File: src/rtl/serial_if_pkg.sv
// Shared constants and frame-state type for the serial frame scheduler.
package serial_if_pkg;

  localparam int N_REQ     = 4;
  localparam int CMD_W     = 7;
  localparam int RSP_W     = 10;
  localparam int FRAME_LEN = 40;

  // Frame-relative markers: arbitration/load, end of active window, report cycle
  localparam int SAMPLE_CNT  = 39;
  localparam int ACT_END_CNT = 36;
  localparam int REPORT_CNT  = 37;

  typedef enum logic [1:0] {
    IDLE_FRM,
    ACTIVE_FRM,
    REPORT
  } frame_state_t;

  function automatic logic [5:0] cnt_next(input logic [5:0] cnt, input int len);
    return (int'(cnt) >= len - 1) ? 6'd0 : cnt + 6'd1;
  endfunction

endpackage

File: src/rtl/serial_frame_sched_if.sv
// Requester and serial-link signals of the frame scheduler.
interface serial_frame_sched_if #(
  parameter int N_REQ = serial_if_pkg::N_REQ,
  parameter int CMD_W = serial_if_pkg::CMD_W,
  parameter int RSP_W = serial_if_pkg::RSP_W
) ();
  localparam int ID_W = (N_REQ > 1) ? $clog2(N_REQ) : 1;

  logic [N_REQ-1:0]       req;
  logic [N_REQ*CMD_W-1:0] req_cmd;
  logic [N_REQ-1:0]       gnt;
  logic [5:0]             count40;
  logic                   dq_en;
  logic                   sr_en;
  logic                   dq_out;
  logic                   dq_in;
  logic                   rsp_valid;
  logic [ID_W-1:0]        rsp_id;
  logic [RSP_W-1:0]       rsp_data;
  logic                   rsp_err;
  logic                   busy;

  modport slave (
    input  req, req_cmd, dq_en, sr_en, dq_in,
    output gnt, count40, dq_out, rsp_valid, rsp_id, rsp_data, rsp_err, busy
  );

  modport master (
    output req, req_cmd, dq_en, sr_en, dq_in,
    input  gnt, count40, dq_out, rsp_valid, rsp_id, rsp_data, rsp_err, busy
  );
endinterface

File: src/rtl/rr_arbiter.sv
// Round-robin arbiter: the index after the last winner has top priority.
module rr_arbiter #(
  parameter  int N_REQ = 4,
  localparam int ID_W  = (N_REQ > 1) ? $clog2(N_REQ) : 1
) (
  input  logic             clk,
  input  logic             rst_n,
  input  logic [N_REQ-1:0] req,
  input  logic             advance,
  output logic [N_REQ-1:0] grant,
  output logic [ID_W-1:0]  last
);
  logic [ID_W-1:0] win_idx;
  logic [ID_W-1:0] idx;
  logic            found;

  always_comb begin
    grant   = '0;
    win_idx = last;
    found   = 1'b0;
    idx     = '0;
    for (int k = 1; k <= N_REQ; k++) begin
      idx = ID_W'((int'(last) + k) % N_REQ);
      if (!found && req[idx]) begin
        grant[idx] = 1'b1;
        win_idx    = idx;
        found      = 1'b1;
      end
    end
  end

  // Reset value makes requester 0 the first in line
  always_ff @(posedge clk or negedge rst_n) begin
    if (!rst_n)                last <= ID_W'(N_REQ - 1);
    else if (advance && found) last <= win_idx;
  end
endmodule

File: src/rtl/serial_frame_sched.sv
// Frame-based serial scheduler: one arbitration per frame, shifts the winner's
// command out MSB first and reports the captured response near frame end.
module serial_frame_sched #(
  parameter int N_REQ     = serial_if_pkg::N_REQ,
  parameter int CMD_W     = serial_if_pkg::CMD_W,
  parameter int RSP_W     = serial_if_pkg::RSP_W,
  parameter int FRAME_LEN = serial_if_pkg::FRAME_LEN
) (
  input logic                 clk,
  input logic                 rst_n,
  serial_frame_sched_if.slave bus
);
  import serial_if_pkg::frame_state_t;
  import serial_if_pkg::IDLE_FRM;
  import serial_if_pkg::ACTIVE_FRM;
  import serial_if_pkg::REPORT;
  import serial_if_pkg::SAMPLE_CNT;
  import serial_if_pkg::ACT_END_CNT;
  import serial_if_pkg::cnt_next;

  localparam int ID_W  = (N_REQ > 1) ? $clog2(N_REQ) : 1;
  localparam int TXC_W = $clog2(FRAME_LEN + 1);
  // Markers keep their distance from the frame end when FRAME_LEN changes
  localparam logic [5:0] SMP     = 6'(FRAME_LEN - (serial_if_pkg::FRAME_LEN - SAMPLE_CNT));
  localparam logic [5:0] ACT_END = 6'(FRAME_LEN - (serial_if_pkg::FRAME_LEN - ACT_END_CNT));

  logic [5:0]       cnt_q;
  frame_state_t     state_q, state_d;
  logic [N_REQ-1:0] grant, gnt_q;
  logic [ID_W-1:0]  last;
  logic [CMD_W-1:0] tx_q, cmd_sel;
  logic [TXC_W-1:0] tx_cnt;
  logic [RSP_W-1:0] rx_q;
  logic [3:0]       rx_cnt;
  logic             load, win, tx_shift, rx_shift;
  logic             busy_c, rsp_valid_c, bit_err;

  assign load     = (cnt_q == SMP);
  assign win      = |bus.req;
  assign tx_shift = bus.sr_en & bus.dq_en;
  assign rx_shift = bus.sr_en & ~bus.dq_en;

  rr_arbiter #(.N_REQ(N_REQ)) u_arb (
    .clk     (clk),
    .rst_n   (rst_n),
    .req     (bus.req),
    .advance (load),
    .grant   (grant),
    .last    (last)
  );

  always_comb begin
    cmd_sel = '0;
    for (int i = 0; i < N_REQ; i++)
      if (grant[i]) cmd_sel = bus.req_cmd[i*CMD_W +: CMD_W];
  end

  always_ff @(posedge clk or negedge rst_n) begin
    if (!rst_n) cnt_q <= '0;
    else        cnt_q <= cnt_next(cnt_q, FRAME_LEN);
  end

  // No winner leaves grant at zero, so an idle frame loads an empty command
  always_ff @(posedge clk or negedge rst_n) begin
    if (!rst_n) begin
      gnt_q  <= '0;
      tx_q   <= '0;
      tx_cnt <= '0;
      rx_q   <= '0;
      rx_cnt <= '0;
    end else begin
      gnt_q <= load ? grant : '0;
      if (load) begin
        tx_q   <= cmd_sel;
        tx_cnt <= '0;
      end else if (tx_shift) begin
        tx_q   <= {tx_q[CMD_W-2:0], 1'b0};
        tx_cnt <= tx_cnt + TXC_W'(1);
      end
      if (load) begin
        rx_q   <= '0;
        rx_cnt <= '0;
      end else if (rx_shift) begin
        rx_q <= {rx_q[RSP_W-2:0], bus.dq_in};
        if (rx_cnt != 4'hF) rx_cnt <= rx_cnt + 4'd1;
      end
    end
  end

  always_ff @(posedge clk or negedge rst_n) begin
    if (!rst_n) state_q <= IDLE_FRM;
    else        state_q <= state_d;
  end

  always_comb begin
    state_d     = state_q;
    busy_c      = 1'b0;
    rsp_valid_c = 1'b0;
    case (state_q)
      IDLE_FRM: if (load && win) state_d = ACTIVE_FRM;
      ACTIVE_FRM: begin
        busy_c = 1'b1;
        if (cnt_q == ACT_END) state_d = REPORT;
      end
      REPORT: begin
        busy_c      = 1'b1;
        rsp_valid_c = 1'b1;
        state_d     = (load && win) ? ACTIVE_FRM : IDLE_FRM;
      end
      default: state_d = IDLE_FRM;
    endcase
  end

  assign bit_err = (int'(tx_cnt) != CMD_W) || (int'(rx_cnt) != RSP_W);

  assign bus.count40   = cnt_q;
  assign bus.gnt       = gnt_q;
  assign bus.dq_out    = tx_q[CMD_W-1];
  assign bus.busy      = busy_c;
  assign bus.rsp_valid = rsp_valid_c;
  // The arbiter's last winner is the owner of the frame being reported
  assign bus.rsp_id    = rsp_valid_c ? last : '0;
  assign bus.rsp_data  = rx_q;
  assign bus.rsp_err   = rsp_valid_c & bit_err;
endmodule

File: src/flat_wrapper.sv
// flat-port wrapper written by rule: the top's interface ports become plain ports
module serial_frame_sched_flat import serial_if_pkg::frame_state_t; import serial_if_pkg::IDLE_FRM; import serial_if_pkg::ACTIVE_FRM; import serial_if_pkg::REPORT; import serial_if_pkg::SAMPLE_CNT; import serial_if_pkg::ACT_END_CNT; import serial_if_pkg::cnt_next;
#(
  parameter int N_REQ     = serial_if_pkg::N_REQ,
  parameter int CMD_W     = serial_if_pkg::CMD_W,
  parameter int RSP_W     = serial_if_pkg::RSP_W,
  parameter int FRAME_LEN = serial_if_pkg::FRAME_LEN
)
  (clk, rst_n, bus_req, bus_req_cmd, bus_dq_en, bus_sr_en, bus_dq_in, bus_gnt, bus_count40, bus_dq_out, bus_rsp_valid, bus_rsp_id, bus_rsp_data, bus_rsp_err, bus_busy);
  serial_frame_sched_if #(.N_REQ(N_REQ), .CMD_W(CMD_W), .RSP_W(RSP_W)) bus_i ();
  input logic clk;
  input logic rst_n;
  input wire logic [$bits(bus_i.req)-1:0] bus_req;
  input wire logic [$bits(bus_i.req_cmd)-1:0] bus_req_cmd;
  input wire logic [$bits(bus_i.dq_en)-1:0] bus_dq_en;
  input wire logic [$bits(bus_i.sr_en)-1:0] bus_sr_en;
  input wire logic [$bits(bus_i.dq_in)-1:0] bus_dq_in;
  output wire logic [$bits(bus_i.gnt)-1:0] bus_gnt;
  output wire logic [$bits(bus_i.count40)-1:0] bus_count40;
  output wire logic [$bits(bus_i.dq_out)-1:0] bus_dq_out;
  output wire logic [$bits(bus_i.rsp_valid)-1:0] bus_rsp_valid;
  output wire logic [$bits(bus_i.rsp_id)-1:0] bus_rsp_id;
  output wire logic [$bits(bus_i.rsp_data)-1:0] bus_rsp_data;
  output wire logic [$bits(bus_i.rsp_err)-1:0] bus_rsp_err;
  output wire logic [$bits(bus_i.busy)-1:0] bus_busy;
  assign bus_i.req = bus_req;
  assign bus_i.req_cmd = bus_req_cmd;
  assign bus_i.dq_en = bus_dq_en;
  assign bus_i.sr_en = bus_sr_en;
  assign bus_i.dq_in = bus_dq_in;
  assign bus_gnt = bus_i.gnt;
  assign bus_count40 = bus_i.count40;
  assign bus_dq_out = bus_i.dq_out;
  assign bus_rsp_valid = bus_i.rsp_valid;
  assign bus_rsp_id = bus_i.rsp_id;
  assign bus_rsp_data = bus_i.rsp_data;
  assign bus_rsp_err = bus_i.rsp_err;
  assign bus_busy = bus_i.busy;
  serial_frame_sched #(.N_REQ(N_REQ), .CMD_W(CMD_W), .RSP_W(RSP_W), .FRAME_LEN(FRAME_LEN)) u_core (.clk(clk), .rst_n(rst_n), .bus(bus_i));
endmodule
File: config.mk
export PLATFORM = sky130hd
export DESIGN_NAME = serial_frame_sched_flat
export DESIGN_NICKNAME = d
export VERILOG_FILES = /design/src/rtl/serial_if_pkg.sv /design/src/rtl/serial_frame_sched_if.sv /design/src/rtl/rr_arbiter.sv /design/src/rtl/serial_frame_sched.sv /design/src/flat_wrapper.sv
export SDC_FILE = /design/constraint.sdc
export NUM_CORES = 1
export LEC_CHECK = 0
export BUFFER_PORTS_ARGS = -buffer_cell sky130_fd_sc_hd__buf_2
export CORE_MARGIN = 10
export CORE_UTILIZATION = 54
export DETAILED_ROUTE_END_ITERATION = 8
export PLACE_DENSITY = 0.8
export SLEW_MARGIN = 40
export SYNTH_ARGS = -nofsm -noshare
export SYNTH_HDL_FRONTEND = slang
export SYNTH_SLANG_ARGS = --single-unit
export TNS_END_PERCENT = 10
File: constraint.sdc
create_clock -name clk -period 3.3 [get_ports clk]
set_input_delay 0.66 -clock clk [delete_from_list [all_inputs] [get_ports clk]]
set_output_delay 0.66 -clock clk [all_outputs]
set_load 0.05 [all_outputs]
==> summary.txt, run 1 <==
setup bufs post-CTS - 0
vias in the first global route - 2353
Final Non-Filler Cells - 434
Fin Setup TNS - 0 ns
fmax - 350 MHz
syn avg cell area - 9.07 um^2
Pleak - 1.53 nW
Die W - 91.7 um
drt wl/cell - 15.8 um
Die Footprint - 8410 um^2
maxcap violations - 0
Yosys reg bits - 41
register area share after synthesis - 37.1%
CTS tree - done
Sw Pwr - 0.632 mW
final count of hold timing violations - 0
first-pass GRT wire length - 11500 um
pwr/cell area - 529 nW/um^2
max-slew violations - 0
worst rel slew slack - 56.4%
placed cell area - 3130 um^2
post-synthesis net count - 360
CTS H-tree depth - 2
share of layout cells above drive strength 1 - 24.7%
overall power - 1.72 mW
Crit Path Class - flop to flop
Core Region - 5040 um^2
count of different cell masters after synthesis - 61
total CTS buffers - 5
cts repair resizes - 0
Int Power - 1.08 mW
Detail Placement HPWL - 5200 um
IO Pins - 63
post-route DRC violation count - 0
share of synthesized registers carrying an async set or reset - 100%
synth cell count leaders - nand2_1, dfrtp_1, nor2_1
CTS root buffer - clkbuf_8
outcome - finished clean
Crit. End Element - flop
FP Rows - 26
All-Layer GR Usage - 16.1%
Antenna diodes - 0
first drt pass iteration count - 4
post-layout min period - 2.86 ns
largest net degree at the start of global routing - 42
Finish-stage setup viols - 0
number of port buffers - 62
Primary FF master, synth - dfrtp_1
Fillers - 449
Crit path largest cell delay - 0.68 ns
CP required - 3.47 ns
Clock transition at path regs - 0.08 ns
Via density - 5.69
min-delay worst type - primary input to async pin
ranking of synthesized cells by area - dfrtp_1, ha_1, nand2_1, a21oi_1, nor2_1
Final Cycle Share - 86.6%
initial antenna violation count - 0
final instance area - 3240 um^2
largest area contributor in the netlist - dfrtp_1
Hold Buf Count CTS - 0
Placed Cells - 426
clk sink count - 41
synth warn - 0
EDFF count, synth - 0
count leader, synth - nand2_1
R2R setup slack - 0.44 ns
CP Max Fanout - 14
Final #Nets - 417
DR vias - 2468
Clk Latency, worst-skew pair - 0.29 ns
Logic pwr share - 38.6%
Worst Tran Pin Value - 0.654 ns
Crit path arrival time - 3.03 ns
power share of the clock group - 24.0%
RePlAce Congestion - 0.865
clk buf depth - 2
synthesized area - 2780 um^2
Seq pwr share - 37.3%
clk_skew - 0.00942 ns
Post-DRT Antenna Nets - 0
Setup crit start kind - flop
Sw Ratio - 36.9%
synthesized instance count - 306
RSZ-0062 raised after global routing - false
area grow syn2layout - 16.8%
1st-iter DRT viols - 185
area fraction of the dominant cell type after synthesis - 35.2%
total grt overflow - 0
WL final - 6860 um
peak supply drop - 287 uV
crit path cell chain - inv_1 > ha_1 > mux4_1 > or3b_1 > a22o_2 > and2_4 > a311oi_1 > o31ai_1
die height - 91.7 um
crit path max-delay cell type - dfstp_2
Starting Density - 55.0%
-- layer usage --
layer / global-route usage [%] / up-vias / wire length (um)
li1: - / 1197 / -
met1: 19.7 / 1185 / 2860
met2: 27.0 / 76 / 3420
met3: 4.48 / 10 / 487
met4: 5.01 / 0 / 93
met5: 0 / - / 0
-- cells in the final DEF (no fill, tap or decap), types with 5 or more instances in the layout --
master	count
a21boi_0	8
a21oi_1	21
a311oi_1	7
a31oi_1	9
and2_1	6
buf_2	61
buf_4	5
clkbuf_8	6
dfrtp_1	39
ha_1	17
inv_1	14
nand2_1	49
nor2_1	28
nor2b_1	5
o21ai_0	5
o31ai_1	7
xor2_1	8
-- state kept, by name (all words and copies together), names as in the netlist --
signal               count
u_core.bus.rsp_data     10
u_core.bus.count40       6
u_core.tx_cnt            6
u_core.tx_q              7
u_core.state_q           2
u_core.u_arb.last        2
u_core.rx_cnt            4
u_core.bus.gnt           4
-- logic make-up (layout without fill, tap and decap cells) --
kind of cell    after synthesis  count (layout)  synth area share (%)
xor+xnor                     12              12                  3.79
flops                        41              41                  37.1
compound gates               77              77                  20.2
buf+inv                      30              88                  4.78
simple gates                120             120                  21.1
fa+ha+maj                    17              17                  7.66
mux                           9               9                  5.37
-- per-stage QoR --
| stage | setup WS, ns | hold WS [ns] | util [%] |
|---|---|---|---|
| after floorplan | 0.384 | 0.364 | - |
| after global placement | 0.583 | 0.490 | 61.9 |
| after detailed placement | 0.476 | 0.502 | 62.0 |
| after CTS | 0.453 | 0.347 | 64.3 |
| after global routing | 0.176 | 0.359 | 64.3 |
| final | 0.442 | 0.334 | 64.3 |
-- power groups by stage --
stage | registers [mW] | clock network (mW) | logic, mW
floorplan | 0.662 | 0 | 0.483
global placement | 0.643 | 0 | 0.623
detailed placement | 0.647 | 0 | 0.647
CTS | 0.639 | 0.421 | 0.658
global route | 0.651 | 0.441 | 0.737
finish | 0.640 | 0.412 | 0.663
-- final timing paths --
| kind | startpoint | endpoint | cells after the start |
|---|---|---|---|
| hold reg to reg | u_core.bus.count40[5] | u_core.bus.count40[4] | 1 |
| min in group clk | u_core.bus.count40[5] | u_core.bus.count40[4] | 1 |
| setup / recovery | u_core.u_arb.last[0] | u_core.tx_q[1] | 8 |
| hold / removal | rst_n | u_core.bus.count40[4] | 1 |
| max in group asynchronous | rst_n | u_core.u_arb.last[1] | 1 |
| setup reg to reg | u_core.u_arb.last[0] | u_core.tx_q[1] | 8 |
-- worst max-delay path: cells and delay by family (launching register included) --
kind,cells,cell delay [ns]
and+or+nand+nor,2,0.57
muxes,1,0.31
AOI/OAI and AO/OA,3,0.68
buffers and inverters,1,0.09
adders and majority gates,1,0.40
DFF,1,0.68
-- layout make-up --
cell class              instances  area [um^2]  share of cell area [%]
repair buffers                 66          343                    10.6
well taps                      70         87.6                    2.70
clock inverters                 1         30.0                   0.926
flip-flops and latches         41         1030                    31.7
multi-input cells             235         1610                    49.8
clock buffers                   7         86.3                    2.66
inverters                      14         52.6                    1.62
Power figures use the tool's default switching activity.
==> run 2: changes to the inputs <==
Settings changed: CORE_UTILIZATION 54 to 49, PLACE_DENSITY 0.8 to 0.73.
==> summary.txt, run 2 (same netlist as run 1, synthesis figures left out) <==
Via density - 5.55 (-2.4%)
All-Layer GR Usage - 15.2% (-0.88 points)
Antenna diodes - 0 (unchanged)
CTS H-tree depth - 2 (unchanged)
setup bufs post-CTS - 0 (unchanged)
Fin Setup TNS - 0 ns (unchanged)
fmax - 349 MHz (-0.24%)
clk sink count - 41 (unchanged)
RR Startpoint - u_core.u_arb.last[0]
1st-iter DRT viols - 107 (-42%)
Pleak - 1.53 nW (-0.29%)
most common cell after layout, fill and taps aside - buf_2
drt wl/cell - 15.5 um (-2.0%)
Placed Cells - 428 (+0.47%)
number of flip-flops under the largest register name - 10 (unchanged)
CP Max Fanout - 18 (+4)
IO Pins - 63 (unchanged)
largest net degree at the start of global routing - 42 (unchanged)
Setup crit start kind - flop
post-route DRC violation count - 0 (unchanged)
pwr/cell area - 519 nW/um^2 (-1.9%)
Hold Buf Count CTS - 0 (unchanged)
Post-DRT Antenna Nets - 0 (unchanged)
Crit path arrival time - 3.02 ns (about the same)
CTS tree - done
crit path cell chain - buf_4 > mux4_2 > or3b_1 > a22o_2 > and2_4 > a311oi_1 > o31ai_1
clk buf depth - 2 (unchanged)
delay-heaviest family, CP - compound AO/OA/AOI/OAI gates
Crit Path Class - flop to flop
maxcap violations - 0 (unchanged)
worst rel slew slack - 53.8% (-2.6 points)
first-pass GRT wire length - 11500 um (+0.78%)
outcome - finished clean
FF-to-FF path depth - 7 (-1)
Core Region - 5510 um^2 (+9.2%)
Die Footprint - 9070 um^2 (+7.9%)
final count of hold timing violations - 0 (unchanged)
crit path max-delay cell type - dfstp_2
peak supply drop - 274 uV (-4.7%)
Final Non-Filler Cells - 435 (+0.23%)
initial antenna violation count - 0 (unchanged)
Worst Tran Pin Value - 0.693 ns (+0.0396 ns)
Crit. Startpoint - u_core.u_arb.last[0]
first drt pass iteration count - 5 (+1)
RePlAce Congestion - 0.926 (+7.0%)
area grow syn2layout - 16.5%
cts repair resizes - 0 (unchanged)
clk_skew - 0.00826 ns (-0.00116 ns)
Final #Nets - 417 (unchanged)
total grt overflow - 0 (unchanged)
FP Rows - 27 (+3.8%)
Buf/Inv on CP - 1 (unchanged)
max-slew violations - 0 (unchanged)
RSZ-0062 raised after global routing - false
Clk Latency, worst-skew pair - 0.29 ns (about the same)
CTS root buffer - clkbuf_8
die height - 95.3 um (+3.9%)
min-delay worst type - primary input to async pin
Crit path largest cell delay - 0.62 ns (-0.06 ns)
Starting Density - 50.4% (-4.6 points)
DR vias - 2414 (-2.2%)
Finish-stage setup viols - 0 (unchanged)
number of port buffers - 62 (unchanged)
most frequent cells in the layout - buf_2, nand2_1, dfrtp_1
share of layout cells above drive strength 1 - 24.8% (+0.068 points)
WL final - 6730 um (-1.8%)
CP required - 3.45 ns (-0.02 ns)
Crit. End Element - flop
total CTS buffers - 5 (unchanged)
Final Cycle Share - 86.8% (+0.21 points)
Die W - 95.3 um (+3.9%)
Clock transition at path regs - 0.08 ns (about the same)
Detail Placement HPWL - 5160 um (-0.87%)
post-layout min period - 2.86 ns (+0.00695 ns)
Levels on crit path - 7 (-1)
vias in the first global route - 2424 (+3.0%)
## run 2: area by class of cell
| cell class | instances | area, um^2 |
|---|---|---|
| Fill cell | 489 | 2270 |
| Multi-Input combinational cell | 235 | 1610 |
| Sequential cell | 41 | 1030 |
| Timing Repair Buffer | 66 | 343 |
| Tap cell | 72 | 90.1 |
| Clock buffer | 5 | 68.8 |
| Inverter | 14 | 52.6 |
| Clock inverter | 2 | 35.0 |
## run 2: final timing paths
kind	end	slack, ns
max	u_core.tx_q[6]	0.44
min	u_core.bus.count40[2]	0.34
max reg2reg	u_core.tx_q[6]	0.44
min reg2reg	u_core.bus.count40[4]	0.52
max in group asynchronous	u_core.u_arb.last[1]	2.59
min in group clk	u_core.bus.count40[4]	0.52
## run 2: layer usage
metal	wire, um	track usage, %	vias up	part of all wire (%)
met5	0	0	-	0
met2	3300	24.7	60	49
met3	357	3.38	10	5.3
li1	-	-	1200	-
met1	2960	19.4	1144	44
met4	104	5.61	0	1.5
## run 2: stage by stage
stage	setup WS [ns]	total power [mW]	util, %	instance area, um^2	hold slack, ns
floorplan	0.384	1.15	-	2780	0.364
global placement	0.622	1.27	56.8	3130	0.490
detailed placement	0.465	1.29	56.8	3130	0.506
CTS	0.450	1.68	58.7	3230	0.356
global route	0.259	1.80	58.7	3230	0.372
finish	0.435	1.68	58.7	3230	0.344
## run 2: where the power goes
part | switching, mW | internal [mW] | leakage [nW] | total [mW]
combinational | 0.395 | 0.263 | 0.934 | 0.658
sequential | 0.0646 | 0.571 | 0.538 | 0.636
clock | 0.164 | 0.220 | 0.0540 | 0.383
total | 0.624 | 1.05 | 1.53 | 1.68
